==> config.mk <==
export PLATFORM = sky130hd
export DESIGN_NAME = gray_ptr_sync
export DESIGN_NICKNAME = d
export VERILOG_FILES = /design/src/rtl/gray_ptr_sync.sv
export SDC_FILE = /design/constraint.sdc
export NUM_CORES = 1
export LEC_CHECK = 0
export CORE_MARGIN = 4
export CORE_UTILIZATION = 50
export DETAILED_ROUTE_END_ITERATION = 6
export HOLD_SLACK_MARGIN = 0.02
export PLACE_DENSITY_LB_ADDON = 0.05
export SLEW_MARGIN = 40
export SYNTH_ARGS = -nofsm -noshare
export SYNTH_HDL_FRONTEND = slang
export SYNTH_SLANG_ARGS = --single-unit
==> constraint.sdc <==
create_clock -name clk -period 6.1 [get_ports clk]
set_input_delay 1.22 -clock clk [delete_from_list [all_inputs] [get_ports clk]]
set_output_delay 1.22 -clock clk [all_outputs]
set_load 0.005 [all_outputs]
==> src/rtl/gray_ptr_sync.sv <==
// Gray-coded pointer synchroniser: multi-flop sync chain, Gray-to-binary conversion,
// step delta, fill-based valid flag and a sticky flag for illegal multi-bit Gray steps.
module gray_ptr_sync #(
    parameter int WIDTH       = 8,
    parameter int SYNC_STAGES = 2,
    parameter int PIPE        = 0
) (
    input  logic             clk,
    input  logic             rst_n,
    input  logic [WIDTH-1:0] gray_in,
    input  logic             err_clr,
    output logic [WIDTH-1:0] gray_sync,
    output logic [WIDTH-1:0] bin_out,
    output logic [WIDTH-1:0] delta,
    output logic             bin_valid,
    output logic             step_err
);

    localparam int          LAT   = SYNC_STAGES + 1 + PIPE;
    localparam logic [2:0]  LAT_C = 3'(LAT);

    if (WIDTH < 2 || WIDTH > 32 || SYNC_STAGES < 2 || SYNC_STAGES > 4 ||
        (PIPE != 0 && PIPE != 1)) begin : g_bad_param
        $error("gray_ptr_sync: parameter out of legal range");
    end

    function automatic logic [WIDTH-1:0] gray2bin(input logic [WIDTH-1:0] g);
        logic [WIDTH-1:0] b;
        b[WIDTH-1] = g[WIDTH-1];
        for (int i = WIDTH - 2; i >= 0; i--) begin
            b[i] = b[i+1] ^ g[i];
        end
        return b;
    endfunction

    logic [WIDTH-1:0] sync_q [SYNC_STAGES];
    logic [WIDTH-1:0] sync_d [SYNC_STAGES];
    logic [WIDTH-1:0] gray_prev_q, gray_prev_d;
    logic [WIDTH-1:0] bin_out_q, bin_out_d;
    logic [WIDTH-1:0] delta_q, delta_d;
    logic [2:0]       fill_q, fill_d;
    logic             bin_valid_q, bin_valid_d;
    logic             step_err_q, step_err_d;
    logic [WIDTH-1:0] bin_conv;
    logic [WIDTH-1:0] bin_src;
    logic [WIDTH-1:0] gray_diff;
    logic             multi_step;

    assign gray_sync = sync_q[SYNC_STAGES-1];
    assign bin_conv  = gray2bin(gray_sync);

    // Optional register between the converter and bin_out to relax timing.
    if (PIPE != 0) begin : g_pipe
        logic [WIDTH-1:0] pipe_q, pipe_d;
        always_comb pipe_d = bin_conv;
        always_ff @(posedge clk or negedge rst_n) begin
            if (!rst_n) pipe_q <= '0;
            else        pipe_q <= pipe_d;
        end
        assign bin_src = pipe_q;
    end else begin : g_no_pipe
        assign bin_src = bin_conv;
    end

    // A difference with more than one set bit means a Hamming distance above 1.
    assign gray_diff  = gray_sync ^ gray_prev_q;
    assign multi_step = |(gray_diff & (gray_diff - WIDTH'(1)));

    // NOTE: combinational blocks use blocking '=' with every output defaulted first,
    // so no latch is inferred; state updates below use non-blocking '<='.
    always_comb begin
        sync_d[0] = gray_in;
        for (int i = 1; i < SYNC_STAGES; i++) begin
            sync_d[i] = sync_q[i-1];
        end
        gray_prev_d = gray_sync;
        bin_out_d   = bin_src;
        delta_d     = bin_valid_q ? (bin_src - bin_out_q) : '0;
        fill_d      = (fill_q == LAT_C) ? fill_q : fill_q + 3'd1;
        bin_valid_d = bin_valid_q | (fill_q == LAT_C - 3'd1);
        step_err_d  = step_err_q;
        if (bin_valid_q && multi_step) begin
            step_err_d = 1'b1;
        end else if (err_clr) begin
            step_err_d = 1'b0;
        end
    end

    always_ff @(posedge clk or negedge rst_n) begin
        if (!rst_n) begin
            for (int i = 0; i < SYNC_STAGES; i++) begin
                sync_q[i] <= '0;
            end
            gray_prev_q <= '0;
            bin_out_q   <= '0;
            delta_q     <= '0;
            fill_q      <= '0;
            bin_valid_q <= 1'b0;
            step_err_q  <= 1'b0;
        end else begin
            for (int i = 0; i < SYNC_STAGES; i++) begin
                sync_q[i] <= sync_d[i];
            end
            gray_prev_q <= gray_prev_d;
            bin_out_q   <= bin_out_d;
            delta_q     <= delta_d;
            fill_q      <= fill_d;
            bin_valid_q <= bin_valid_d;
            step_err_q  <= step_err_d;
        end
    end

    assign bin_out   = bin_out_q;
    assign delta     = delta_q;
    assign bin_valid = bin_valid_q;
    assign step_err  = step_err_q;

endmodule

==> metrics.md <==
| Metric | Value |
|---|---|
| Fin. Hold Viols | `0` |
| Count of final max-slew check failures | `0` |
| Via density | `5.02` |
| Post-Syn Area per Cell | `12.7 µm²` |
| Setup bufs post-CTS | `0` |
| Initial Util | `53.5%` |
| Pwr dens | `363 mW/mm²` |
| Top-area cell type share of the netlist area | `59.8%` |
| Layout cell share with drive strength beyond 1 | `8.06%` |
| Drt pass-1 iters | `4` |
| Clock sinks | `44` |
| Asr flop ratio synth | `100%` |
| Routed WL | `2980 µm` |
| Die height | `68.7 µm` |
| Register area share after synthesis | `59.8%` |
| Main flop type after synthesis | `dfrtp_1` |
| Core area | `0.00344 mm²` |
| First-pass GRT wire length | `5150 µm` |
| Clock insertion delay at the later pin of the skew report | `0.29 ns` |
| Leakage | `1.07 nW` |
| Clock transition at the registers of the reported paths | `0.08 ns` |
| # rows | `21` |
| Max Cap Viol | `0` |
| DRC viols | `0` |
| Mapped Cells | `145` |
| GP Congestion | `0.758` |
| RSZ-0062 raised after global routing | `false` |
| Worst Setup Path Type | `reg -> reg` |
| Critical Path AT | `3.31 ns` |
| Crit. End Element | `flop` |
| Slew margin rel. | `64.5%` |
| Final setup TNS | `0 ns` |
| Nets | `208` |
| Yosys top cell by area | `dfrtp_1` |
| CTS Buf Count | `5` |
| Fin crit share | `51.4%` |
| Port Buffers | `36` |
| Final clock skew | `0.00949 ns` |
| Largest net degree at the start of global routing | `45` |
| Root Driver | `clkbuf_8` |
| Grt total ovfl | `0` |
| Max Freq | `0.319 GHz` |
| CTS tree | `yes` |
| GRT Resource Usage Total | `14.9%` |
| Status | `finished, final reports clean` |
| Yosys warns | `0` |
| Hold_buf cts | `0` |
| Vias in the first global route | `1195` |
| Period minus WS final | `3.14 ns` |
| I/O pin total | `37` |
| Post-Syn Nets | `168` |
| Unique masters post-synth | `33` |
| Worst reg2reg setup slack | `2.96 ns` |
| Die Area | `0.00472 mm²` |
| Post-synthesis sequential element count | `44` |
| Required time of the critical path | `6.27 ns` |
| Wirelength per Cell | `12.8 µm` |
| Post-DP HPWL | `2230 µm` |
| Antenna-violating nets left | `0` |
| Worst slew pin tran | `0.533 ns` |
| # resized after CTS | `0` |
| DR vias | `1164` |
| Hold Path Class | `reg -> reg` |
| Startpoint Class | `flop` |
| Final setup viols | `0` |
| Area grow syn2layout | `27.4%` |
| EDFF count, synth | `0` |
| Initial antenna violation count | `0` |
| N_diodes | `0` |
| Peak supply drop | `0.000238 V` |
| Synth area leaders | `dfrtp_1, ha_1, xor2_1, inv_1, xnor2_1` |
| Chip width | `68.7 µm` |
| Commonest non-fill, non-tap cell in the layout | `dfrtp_1` |
| Initial DRC count | `109` |
| Most frequent cells in the layout | `dfrtp_1, clkdlybuf4s50_1, inv_1, ha_1, xor2_1` |
| Fin util | `68.1%` |
| Crit Path Max Fanout | `4` |
| Synth Cell Area | `0.00184 mm²` |
| H-tree Lvls | `2` |
| Clock buffer depth | `2` |
| FILL cells | `251` |
[area by class of cell]
class	instances	area, µm²	share of cell area [%]
clock buffers	6	72.6	3.09
clock inverters	2	35.0	1.49
inverters	16	60.1	2.56
multi-input cells	82	661	28.2
flip-flops and latches	44	1100	47.0
well taps	46	57.6	2.45
repair buffers	36	358	15.3
[report_power, final]
group	internal (mW)	switching (mW)	leakage [nW]	total (mW)
sequential	0.338	0.0210	0.502	0.359
clock	0.121	0.0920	0.0552	0.213
combinational	0.151	0.126	0.510	0.277
[layer usage]
layer	vias up	global-route usage [%]	wire [µm]
li1	556	-	-
met1	561	18.2	1310
met2	36	24.3	1440
met3	11	3.73	156
met4	0	7.94	75
met5	-	0	0
[worst paths after layout]
| path | start | endpoint | cells past startpoint |
|---|---|---|---|
| worst max register to register | gray_sync[7]$_DFF_PN0_ | delta[6]$_DFF_PN0_ | 12 |
| worst max-delay path | gray_sync[7]$_DFF_PN0_ | delta[6]$_DFF_PN0_ | 12 |
| worst min register to register | sync_d[0]$_DFF_PN0_ | gray_sync[0]$_DFF_PN0_ | 0 |
| worst min-delay path | sync_d[0]$_DFF_PN0_ | gray_sync[0]$_DFF_PN0_ | 0 |
| max in group asynchronous | rst_n | sync_d[6]$_DFF_PN0_ | 1 |
| min in group asynchronous | rst_n | delta[0]$_DFF_PN0_ | 1 |
[cell families after synthesis]
kind of cell             after synthesis  share of synthesized area, %
AO/OA/AOI/OAI                         18                          6.19
AND/OR/NAND/NOR                       31                          8.97
buffers and inverters                 19                          4.28
flip-flops                            44                          59.8
multiplexers                           1                         0.544
XOR/XNOR                              19                          11.1
adder cells (fa/ha/maj)               13                          9.11
[cell usage after synthesis (all sizes together), types with 2 or more instances]
library cell,n
a21boi,2
a21oi,3
a31oi,2
buf,2
dfrtp,44
ha,11
inv,16
nand2,6
nand3,3
nor2,5
nor2b,3
nor3,3
nor4,2
o2111ai,2
o21ai,5
o22ai,2
or3,3
or4,3
xnor2,9
xor2,10
[worst max-delay path: stages (launching register included)]
cell	delay (ns)
dfrtp_1	0.44
xor2_2	0.23
xnor2_2	0.33
xor2_2	0.25
xnor2_2	0.19
xor2_1	0.15
ha_1	0.22
fa_1	0.39
nor2b_1	0.20
o21ai_1	0.13
a21boi_1	0.27
or3_1	0.15
nand3_1	0.07
[registers in the layout, summed over array words and instances (netlist names)]
name,cells
sync_d,8
bin_valid,1
step_err,1
bin_out,8
fill_q,3
gray_prev_q,7
gray_sync,8
delta,8
[per-stage QoR]
stage / instances / total power, mW / hold slack, ns / setup WS (ns) / instance area (µm²)
global placement: 224 / 0.634 / 0.331 / 3.18 / 2230
floorplan: 145 / 0.515 / 0.331 / 3.34 / 1840
finish: 232 / 0.850 / 0.350 / 2.96 / 2340
global route: 232 / 0.911 / 0.367 / 2.76 / 2340
CTS: 232 / 0.857 / 0.354 / 2.98 / 2340
detailed placement: 224 / 0.642 / 0.336 / 3.01 / 2240
(Power assumes the default switching activity.)
